==> config.mk <==
export PLATFORM = sky130hd
export DESIGN_NAME = sccb_cfg_seq
export DESIGN_NICKNAME = d
export VERILOG_FILES = /design/src/rtl/sccb_cfg_seq.sv
export SDC_FILE = /design/constraint.sdc
export NUM_CORES = 1
export LEC_CHECK = 0
export ABC_AREA = 1
export CORE_ASPECT_RATIO = 0.8
export CORE_MARGIN = 2
export CORE_UTILIZATION = 51
export DETAILED_ROUTE_END_ITERATION = 10
export GPL_TIMING_DRIVEN = 0
export HOLD_SLACK_MARGIN = 0.02
export PLACE_DENSITY = 0.86
export SLEW_MARGIN = 20
export SYNTH_ARGS = -nofsm -noshare
export SYNTH_HDL_FRONTEND = slang
export SYNTH_SLANG_ARGS = --single-unit
==> constraint.sdc <==
create_clock -name clock -period 2.05 [get_ports clock]
set_input_delay 0.615 -clock clock [delete_from_list [all_inputs] [get_ports clock]]
set_output_delay 0.615 -clock clock [all_outputs]
set_load 0.02 [all_outputs]
==> src/rtl/sccb_cfg_seq.sv <==
// sccb_cfg_seq: walks a fixed camera register table through an SCCB write engine.
// Define CFG_SOFTRST_DELAY_EN to insert a settle delay after the entry-0 soft reset.
module sccb_cfg_seq #(
  parameter int TBL_LEN     = 8,
  parameter int DELAY_CYC   = 1000000,
  parameter int TIMEOUT_CYC = 100000
) (
  input  logic       clock,
  input  logic       reset,
  input  logic       i_go,
  output logic       o_wr_req,
  output logic [7:0] o_wr_addr,
  output logic [7:0] o_wr_data,
  input  logic       i_wr_ack,
  input  logic       i_wr_done,
  output logic       o_busy,
  output logic       o_cfg_done,
  output logic       o_cfg_err,
  output logic [3:0] o_entry_idx
);
  localparam logic [2:0] S_IDLE  = 3'd0;
  localparam logic [2:0] S_REQ   = 3'd1;
  localparam logic [2:0] S_WAIT  = 3'd2;
  localparam logic [2:0] S_DELAY = 3'd3;
  localparam logic [2:0] S_DONE  = 3'd4;
  localparam logic [2:0] S_ERR   = 3'd5;
  localparam int CNT_MAX = (DELAY_CYC > TIMEOUT_CYC) ? DELAY_CYC : TIMEOUT_CYC;
  localparam int CW = $clog2(CNT_MAX + 1);
  localparam logic [CW-1:0] TO_HIT  = CW'(TIMEOUT_CYC - 1);
  localparam logic [CW-1:0] DLY_END = CW'(DELAY_CYC - 1);
  localparam logic [3:0] IDX_LAST = 4'(TBL_LEN - 1);
  logic [2:0]    r_state;
  logic          r_go_q;
  logic [CW-1:0] r_cnt;
  logic [3:0]    r_idx;
  logic [7:0]    r_addr;
  logic [7:0]    r_data;
  logic          w_start;
  logic [3:0]    w_nxt_idx;
  function automatic logic [15:0] tbl(input logic [3:0] i);
    case (i)
      4'd0:    tbl = 16'h1280;
      4'd1:    tbl = 16'h1204;
      4'd2:    tbl = 16'h1101;
      4'd3:    tbl = 16'h40D0;
      4'd4:    tbl = 16'h8C00;
      4'd5:    tbl = 16'h3A04;
      4'd6:    tbl = 16'h0C00;
      4'd7:    tbl = 16'h3E00;
      default: tbl = 16'h0000;
    endcase
  endfunction
  assign w_start     = i_go & ~r_go_q;
  assign w_nxt_idx   = r_idx + 4'd1;
  assign o_wr_req    = r_state == S_REQ;
  assign o_busy      = r_state == S_REQ || r_state == S_WAIT || r_state == S_DELAY;
  assign o_cfg_done  = r_state == S_DONE;
  assign o_cfg_err   = r_state == S_ERR;
  assign o_wr_addr   = r_addr;
  assign o_wr_data   = r_data;
  assign o_entry_idx = r_idx;
  always_ff @(posedge clock) begin
    if (reset) begin
      r_state <= S_IDLE;
      r_go_q  <= 1'b0;
      r_cnt   <= '0;
      r_idx   <= '0;
      r_addr  <= '0;
      r_data  <= '0;
    end else begin
      r_go_q <= i_go;
      case (r_state)
        S_IDLE, S_DONE, S_ERR:
          if (w_start) begin
            r_state         <= S_REQ;
            r_idx           <= '0;
            {r_addr, r_data} <= tbl(4'd0);
          end
        S_REQ:
          if (i_wr_ack) begin
            r_state <= S_WAIT;
            r_cnt   <= '0;
          end
        S_WAIT:
          // a done pulse arriving in the timeout cycle still counts as success
          if (i_wr_done) begin
            if (r_idx == IDX_LAST) r_state <= S_DONE;
            else begin
              r_idx           <= w_nxt_idx;
              {r_addr, r_data} <= tbl(w_nxt_idx);
              r_cnt           <= '0;
`ifdef CFG_SOFTRST_DELAY_EN
              r_state         <= (r_idx == 4'd0) ? S_DELAY : S_REQ;
`else
              r_state         <= S_REQ;
`endif
            end
          end else if (r_cnt + CW'(1) == TO_HIT) r_state <= S_ERR;
          else r_cnt <= r_cnt + CW'(1);
        S_DELAY:
          if (r_cnt == DLY_END) r_state <= S_REQ;
          else r_cnt <= r_cnt + CW'(1);
        default: r_state <= S_IDLE;
      endcase
    end
  end
endmodule

* Word-level counts from Yosys, hierarchy flattened
Memory sizes are Yosys's and may differ from the RTL's.
Index checks and enable logic that the tools add are counted.
W data, S select, Z words.
** Word-level totals
- Register bits after elaboration :: 44
- Latch bits :: 0
- Bits in writable memories :: 0
- Memory bits (read-only) :: 104
- Input port bits :: 5
- Output and inout bits :: 24
- Word-level logic and storage cells :: 63
- Memories kept :: 1
** Memories
- (no name shown) :: words 8, width 13, read ports 1, clocked after memory_dff 0, write ports 0, line 41 : case (i)
** Operators by class
- Add/subtract/negate cells :: 2
- Multipliers :: 0
- Div/mod/pow operators :: 0
- Order comparisons :: 0
- Equal/unequal tests :: 17
- Shifts and indexed selects :: 0
- Multiplexer cells :: 26
- Bitwise gates (word level) :: 2
- Reductions and logical operators :: 9
** Operators with widths (number)
- $mux W20 :: 5
- $pmux W20 S3 :: 1
- $mux W8 :: 6
- $pmux W8 S2 :: 2
- $add A20 B1 Y20 const B :: 1
- $eq A20 B17 Y1 const B :: 1
- $eq A20 B20 Y1 const B :: 1
- $mux W3 :: 6
- $mux W16 :: 1
- $mux W4 :: 3
- $pmux W3 S4 :: 1
- $ne A2 B2 Y1 const B :: 4
- $pmux W4 S2 :: 1
- $reduce_and A4 Y1 :: 2
- $eq A3 B2 Y1 const B :: 2
- $eq A3 B3 Y1 const B :: 2
- $ne A3 B3 Y1 const B :: 2
- $reduce_and A5 Y1 :: 1
- $add A4 B1 Y4 const B :: 1
- $eq A4 B3 Y1 const B :: 1
- $ne A2 B1 Y1 const B :: 2
- $eq A3 B1 Y1 const B :: 1
- $logic_not A3 Y1 :: 1
- $ne A3 B2 Y1 const B :: 1
- 6 further kinds :: 7

* Logic depth before layout (Yosys ltp)
Gate-level depths: netlist (run 1).
An unclocked memory read counts as a cell.
- Depth after elaboration :: 6
- Gate-level depth with buffers :: 15
- Gate-level depth less buffers :: 15

* Worst setup path after synthesis (run 1)
Ideal clock, no wire load.
- Kind :: register -> register
- Start point :: reg r_cnt[1]
- End point :: reg r_cnt[11]
- Setup time :: 115 ps
- Arrival time :: 1880 ps
- Required time :: 1935 ps
- Path slack :: 55 ps
- Stages on the path, launching flop included :: 13
- Buffers on the path :: 1
- Cell sequence :: dfxtp_1 ha_1 nand2_1 nor2_2 nand2_1 nor2_2 nand2_1 xor2_1 nor2_2 nand4_4 buf_2 a21oi_1 nor2_1
** Between the ends
- Cells in the longest elaborated chain, start to end :: 4
- Elaborated cells between the ends (all ways) :: 10
** RTL lines
- start, declared :: line 34 : logic [CW-1:0] r_cnt;
- start signal, assigned :: line 99 : else r_cnt <= r_cnt + CW'(1);
- start signal, assigned :: line 102 : else r_cnt <= r_cnt + CW'(1);
- $add A20 B1 Y20 :: line 98, 99, 102
- $eq A20 B17 Y1 / $mux W20 (equally long branches) :: line 98 : end else if (r_cnt + CW'(1) == TO_HIT) r_state <= S_ERR;
- $ne A3 B3 Y1 (no line) / $mux W20 (equally long branches)
- $reduce_and A5 Y1 (no line) / $pmux W20 S3 (equally long branches)
Parallel ways exist; a longest one is shown, timed or not. The select of a mux whose other input is x is not followed.
A chain may end at the register's enable or synchronous reset.

* Worst setup path after layout (run 1)
- Start point :: reg r_cnt[0]
- End point :: reg r_cnt[6]
Same word-level chain as after synthesis.

==> results.py, run 1 <==
metrics = {
    "status": {
        "status": "finished, violations left",
        "failed_checks": "setup timing",
    },
    "routing": {
        "wirelength_um": 8470,
        "route.met3.wl_um": 869,
        "drtIter0Drc": 526,
        "postRouteAntennaNets": 0,
        "vias": 3035,
        "drtPass1Iterations": 7,
        "vias_per_cell": 5.83,
        "drcViolationCount": 0,
        "routedWlPerCell_um": 16.3,
        "routed-wl-met2_um": 3820,
        "top_layer": "met4",
        "wl_met1_um": 3480,
    },
    "placement": {
        "io_buffers": 25,
        "post-dp-hpwl_um": 4890,
        "placed_cells": 496,
        "gp_congestion": 0.988,
    },
    "power_and_ir_drop": {
        "leakage_uw": 0.00147,
        "max-vdd-ir-drop_uv": 933,
        "power.switching_uw": 2300,
        "switching_share": 0.481,
        "seq_power_share": 0.286,
        "power_per_cell_area_nw_per_um2": 1380,
        "p_int_uw": 2490,
        "p_comb_frac": 0.549,
        "clkPwrFrac": 0.165,
    },
    "timing": {
        "fmax_mhz": 437,
        "period_needed_ns": 2.29,
        "finalWorstSetupSlack_ns": -0.239,
        "slew_violations": 0,
        "slew_headroom": 0.574,
        "hold_viol_final": 0,
        "rsz0062_at_grt": "yes",
        "fin_crit_sh": 1.12,
        "whs_ns": 0.473,
        "worst_slew_pin_slew_ns": 0.639,
        "fin_worst_skew_ns": 0.0174,
        "setup_viol": 22,
        "tns_ns": -3.18,
    },
    "logic_synthesis": {
        "synth_edf_count": 0,
        "syn-instance-count": 409,
        "synth_area_leaders": "dfxtp_1 30%, nand2_1 18%, nor2_1 9.9%",
        "synth.distinct_cells": 35,
        "synth_area_per_cell_um2": 6.11,
        "synth_flop_cell": "dfxtp_1",
        "syn_area_um2": 2500,
        "yosysTopAreaCell": "dfxtp_1",
        "synth.top_cell.area_share": 0.304,
        "synth-seq-area-share": 0.304,
        "ys_async_sr_fraction": 0,
        "synth-seq-cells": 38,
        "yosysWarnings": 0,
    },
    "cts": {
        "cts_tree": "yes",
        "clk_transition_reported_paths_ns": 0.09,
        "cts-hold-fix-buffers": 0,
        "insertion_delay_ns": 0.30,
        "cts-root-buf": "clkbuf_8",
        "cts_sinks": 38,
        "clockBufferDepth": 2,
        "h-tree-depth": 2,
        "cts_made_buffers": 5,
    },
    "cells_and_area": {
        "fill_cells": 325,
        "layout.nets": 472,
        "final_cell_count_no_fill": 521,
        "multi_input_area_um2": 1840,
        "drive_gt1_frac": 0.308,
        "antenna_cells": 0,
        "postLayoutCoreUtil": 0.748,
        "synthToLayoutAreaGrowth_pct": 39.2,
        "final-seq-area_um2": 777,
    },
    "critical_path": {
        "end_kind": "flip-flop",
        "worst-r2r-cell-count": 10,
        "crit_arrival_ns": 2.53,
        "cp-start-kind": "flip-flop",
        "worstPathRequired_ns": 2.29,
        "critical_path.max_fanout": 10,
        "path_class": "flip-flop to flip-flop",
    },
    "floorplan": {
        "die_area_um2": 5480,
        "start_util": 0.537,
        "core_area_um2": 4650,
        "io_pins": 29,
        "fp.dieH_um": 66.6,
        "fp.dieW_um": 82.3,
        "rows": 22,
    },
    "grt": {
        "grt_max_degree": 14,
        "grt_overflow_total": 0,
        "grt_pass1_vias": 2686,
        "gr-usage-all-layers": 0.306,
        "grt_pass1_wl_um": 12700,
        "antenna_found_initial": 0,
    },
    "min_path": {
        "hold_class": "flip-flop to flip-flop",
        "whs_path_depth": 2,
    },
    "flow_run": {
        "maxCapViolCount": 0,
    },
}
==> per-layer routing <==
metal,global-route usage,vias to the layer above
met4,0.129,0
met2,0.457,225
met3,0.0664,43
met1,0.422,1367
met5,0,-
li1,-,1400
==> per-stage QoR <==
step,total power [µW],setup slack [ns],cell area [µm²]
final,4790,-0.239,3480
after global routing,5060,-0.285,3480
after CTS,4360,-0.0997,3300
after detailed placement,3230,-0.501,2830
after global placement,3170,-0.481,2830
after floorplan,2660,0.0547,2510
==> cells in the final DEF, fill, tap and decap left out, types with 18 or more instances in the layout <==
| cell | n |
|---|---|
| nand2_2 | 20 |
| inv_1 | 33 |
| clkdlybuf4s50_1 | 18 |
| nand2_1 | 100 |
| buf_4 | 18 |
| dfxtp_1 | 29 |
| a21oi_1 | 18 |
| nor2_1 | 54 |
| nand3_2 | 20 |
| nand3_1 | 19 |
==> cell type report <==
cell class | instances | share of cell area
multi-input combinational | 318 | 0.528
sequential | 38 | 0.223
timing repair buffer | 42 | 0.111
inverter | 37 | 0.0399
buffer | 18 | 0.0367
tap | 60 | 0.0216
clock buffer | 5 | 0.0198
clock inverter | 3 | 0.0198
==> what timing repair did <==
item,CTS,global route
setup buffers,13,1
setup endpoints to repair,28,42
cloned,3,0
pin swaps,21,28
gates resized for setup,69,61
==> flip-flops by register name (all words and copies together) (netlist names) <==
register and cells:
o_wr_data 2, r_state 3, r_cnt 20, r_go_q 1
o_entry_idx 4, o_wr_addr 8
==> worst max-delay path, cell delays in order (launching register included) <==
cell,delay (ns)
dfxtp_4,0.40
ha_4,0.16
nand3_2,0.14
nor3_2,0.26
nand4_1,0.22
o31ai_2,0.30
inv_2,0.15
buf_2,0.25
nand3_1,0.15
nand2_1,0.09
nor2_1,0.11
==> cell families after synthesis <==
| family | after synthesis | synth area share |
|---|---|---|
| compound gates | 50 | 0.109 |
| xor+xnor | 6 | 0.0210 |
| fa+ha+maj | 7 | 0.0350 |
| buf+inv | 55 | 0.0991 |
| flops | 38 | 0.304 |
| other cells | 1 | 0.00150 |
| simple gates | 252 | 0.430 |
==> synth_stat cells, types with 2 or more instances <==
master,number
nor2_1,66
nor3_1,3
o21ai_0,7
o21bai_1,2
clkbuf_1,6
dfxtp_1,38
a21oi_1,33
or2_2,4
o21ai_1,2
inv_1,34
nand2_1,121
nand4_1,6
buf_6,2
xor2_1,5
nand3_1,39
buf_2,3
nor2_2,8
ha_1,7
buf_4,6
inv_2,2
==> worst paths after layout <==
kind | start | end | slack [ns]
worst max-delay path | r_cnt[0]$_SDFFE_PP0P_ | r_cnt[6]$_SDFFE_PP0P_ | -0.24
worst min-delay path | o_wr_addr[7]$_SDFFE_PP0P_ | o_wr_addr[7]$_SDFFE_PP0P_ | 0.47
worst max register to register | r_cnt[0]$_SDFFE_PP0P_ | r_cnt[6]$_SDFFE_PP0P_ | -0.24
worst min register to register | o_wr_addr[7]$_SDFFE_PP0P_ | o_wr_addr[7]$_SDFFE_PP0P_ | 0.47
==> power groups by stage <==
| stage | clock [µW] | combinational, µW | sequential [µW] |
|---|---|---|---|
| final | 788 | 2630 | 1370 |
| after global routing | 827 | 2840 | 1390 |
| after CTS | 784 | 2250 | 1320 |
| after detailed placement | 0 | 1930 | 1290 |
| after global placement | 0 | 1880 | 1290 |
| after floorplan | 0 | 1400 | 1270 |
(Power assumes the default switching activity.)
==> run 2, diff against run 1 <==
--- a/config.mk
+++ b/config.mk
@@ -10,7 +10,7 @@
 export CORE_MARGIN = 2
 export CORE_UTILIZATION = 51
 export DETAILED_ROUTE_END_ITERATION = 10
-export GPL_TIMING_DRIVEN = 0
+export GPL_TIMING_DRIVEN = 1
 export HOLD_SLACK_MARGIN = 0.02
 export PLACE_DENSITY = 0.86
 export SLEW_MARGIN = 20
==> results.py, run 2 (synthesis results as in run 1) <==
metrics = {
    "floorplan": {
        "rows": 22,
        "fp.dieW_um": 82.3,
        "fp.dieH_um": 66.6,
        "start_util": 0.537,
        "core_area_um2": 4650,
        "die_area_um2": 5480,
        "io_pins": 29,
    },
    "status": {
        "failed_checks": "setup timing",
        "status": "finished, violations left",
    },
    "timing": {
        "whs_ns": 0.475,
        "fmax_mhz": 422,
        "setup_viol": 23,
        "tns_ns": -5.11,
        "period_needed_ns": 2.37,
        "finalWorstSetupSlack_ns": -0.320,
        "fin_worst_skew_ns": 0.0130,
        "hold_viol_final": 0,
        "slew_violations": 0,
        "fin_crit_sh": 1.16,
        "rsz0062_at_grt": "yes",
    },
    "critical_path": {
        "crit_slowest_cell": "dfxtp_2",
        "cp-start-kind": "flip-flop",
        "r2r_setup_slack_ns": -0.32,
        "crit_path_start": "r_cnt[7]$_SDFFE_PP0P_",
        "path_class": "flip-flop to flip-flop",
        "r2r-end": "r_cnt[15]$_SDFFE_PP0P_",
        "crit_path_end": "r_cnt[15]$_SDFFE_PP0P_",
        "worst-r2r-cell-count": 15,
        "crit_arrival_ns": 2.58,
        "cpMostUsedCell": "nand2_1",
        "worstPathCellList": "nand2_1 -> buf_4 -> nor2_2 -> nand3_1 -> nand2_1 -> nand2_1 -> nor2_1 -> nand2_1 -> nor2_4 -> nand4_4 -> buf_6 -> nand2_4 -> nand2_1 -> nand2_1 -> nor2_1",
        "critPathMaxStageDelay_ns": 0.41,
        "worstPathRequired_ns": 2.26,
        "rr_startpoint": "r_cnt[7]$_SDFFE_PP0P_",
        "critical_path.max_fanout": 8,
        "end_kind": "flip-flop",
    },
    "min_path": {
        "hold_class": "flip-flop to flip-flop",
    },
    "grt": {
        "grt_pass1_vias": 2854,
        "antenna_found_initial": 0,
        "grt_overflow_total": 0,
        "gr-usage-all-layers": 0.326,
        "grt_max_degree": 27,
        "grt_pass1_wl_um": 13500,
    },
    "routing": {
        "wirelength_um": 9440,
        "drtIter0Drc": 520,
        "drcViolationCount": 0,
        "vias_per_cell": 6.18,
        "routedWlPerCell_um": 17.8,
        "drtPass1Iterations": 8,
        "vias": 3281,
        "postRouteAntennaNets": 0,
    },
    "power_and_ir_drop": {
        "switching_share": 0.467,
        "p_int_uw": 2690,
        "clkPwrFrac": 0.162,
        "power.switching_uw": 2360,
        "seq_power_share": 0.274,
        "p_comb_frac": 0.564,
        "leakage_uw": 0.00154,
        "power_per_cell_area_nw_per_um2": 1410,
        "p_total_uw": 5050,
        "max-vdd-ir-drop_uv": 1630,
    },
    "cells_and_area": {
        "design_area_um2": 3590,
        "synthToLayoutAreaGrowth_pct": 43.5,
        "mostFrequentLayoutCells": "107 x nand2_1, 59 x nor2_1, 40 x buf_4, 34 x inv_1, 27 x dfxtp_1",
        "antenna_cells": 0,
        "largest_reg_flops": 20,
        "layout.nets": 482,
        "layout.cells.most_common": "nand2_1",
        "top_register": "r_cnt",
        "final_cell_count_no_fill": 531,
        "drive_gt1_frac": 0.295,
    },
    "placement": {
        "place_area_um2": 3020,
        "post-dp-hpwl_um": 4940,
        "placed_cells": 514,
        "gp_congestion": 0.929,
        "io_buffers": 25,
    },
    "cts": {
        "cts_sinks": 38,
        "cts_made_buffers": 5,
        "insertion_delay_ns": 0.31,
        "cts-hold-fix-buffers": 0,
        "clk_transition_reported_paths_ns": 0.09,
        "clockBufferDepth": 2,
        "cts_tree": "yes",
        "cts-root-buf": "clkbuf_8",
        "h-tree-depth": 2,
    },
    "flow_run": {
        "maxCapViolCount": 0,
    },
}
## run 2: stage by stage
step,util,worst slack [ns]
2_1_floorplan,-,0.0547
3_3_place_gp,0.649,-0.0982
3_5_place_dp,0.649,-0.142
4_1_cts,0.744,-0.0925
5_1_grt,0.771,-0.355
6_report,0.771,-0.320
## run 2: worst max-delay path, delay by kind of cell, from the launching register on
kind | cells | cell delay (ns)
buffers and inverters | 2 | 0.33
flip-flops | 1 | 0.41
AND/OR/NAND/NOR | 13 | 1.52
## run 2: power by group through the flow
stage	sequential, µW	combinational, µW	clock [µW]
after floorplan	1270	1400	0
after global placement	1250	2150	0
after detailed placement	1250	2230	0
after CTS	1290	2460	808
after global routing	1400	3040	846
final	1380	2850	820
## run 2: final cells by class
| cell class | count | area, µm² |
|---|---|---|
| clock buffer | 6 | 82.6 |
| clock inverter | 2 | 60.1 |
| fill | 314 | 1060 |
| inverter | 37 | 139 |
| multi-input combinational | 318 | 1830 |
| sequential | 38 | 777 |
| tap | 60 | 75.1 |
| timing repair buffer | 70 | 621 |
## run 2: worst min path at each step
| stage | to | cells past startpoint | slack [ns] | from |
|---|---|---|---|---|
| final | o_wr_addr[3]$_SDFFE_PP0P_ | 2 | 0.48 | o_wr_addr[3]$_SDFFE_PP0P_ |
| after global routing | o_wr_data[2]$_SDFFE_PP0P_ | 2 | 0.50 | o_wr_data[2]$_SDFFE_PP0P_ |
| after CTS | o_wr_addr[3]$_SDFFE_PP0P_ | 2 | 0.48 | o_wr_addr[3]$_SDFFE_PP0P_ |
| after detailed placement | o_wr_addr[3]$_SDFFE_PP0P_ | 2 | 0.46 | o_wr_addr[3]$_SDFFE_PP0P_ |
| after global placement | o_wr_data[2]$_SDFFE_PP0P_ | 2 | 0.45 | o_wr_data[2]$_SDFFE_PP0P_ |
| after floorplan | r_cnt[19]$_SDFFE_PP0P_ | 2 | 0.47 | r_cnt[19]$_SDFFE_PP0P_ |
## run 2: timing repair
item | CTS | global route
setup buffers | 6 | 3
gates cloned | 2 | 0
endpoints found under the setup margin | 28 | 24
pin swaps | 13 | 21
gates resized for setup | 62 | 38
## run 2: routing by layer
layer / GRT usage / part of all wire
met5: 0 / 0
met4: 0.160 / 0.067
met3: 0.0786 / 0.11
met2: 0.521 / 0.45
met1: 0.408 / 0.37
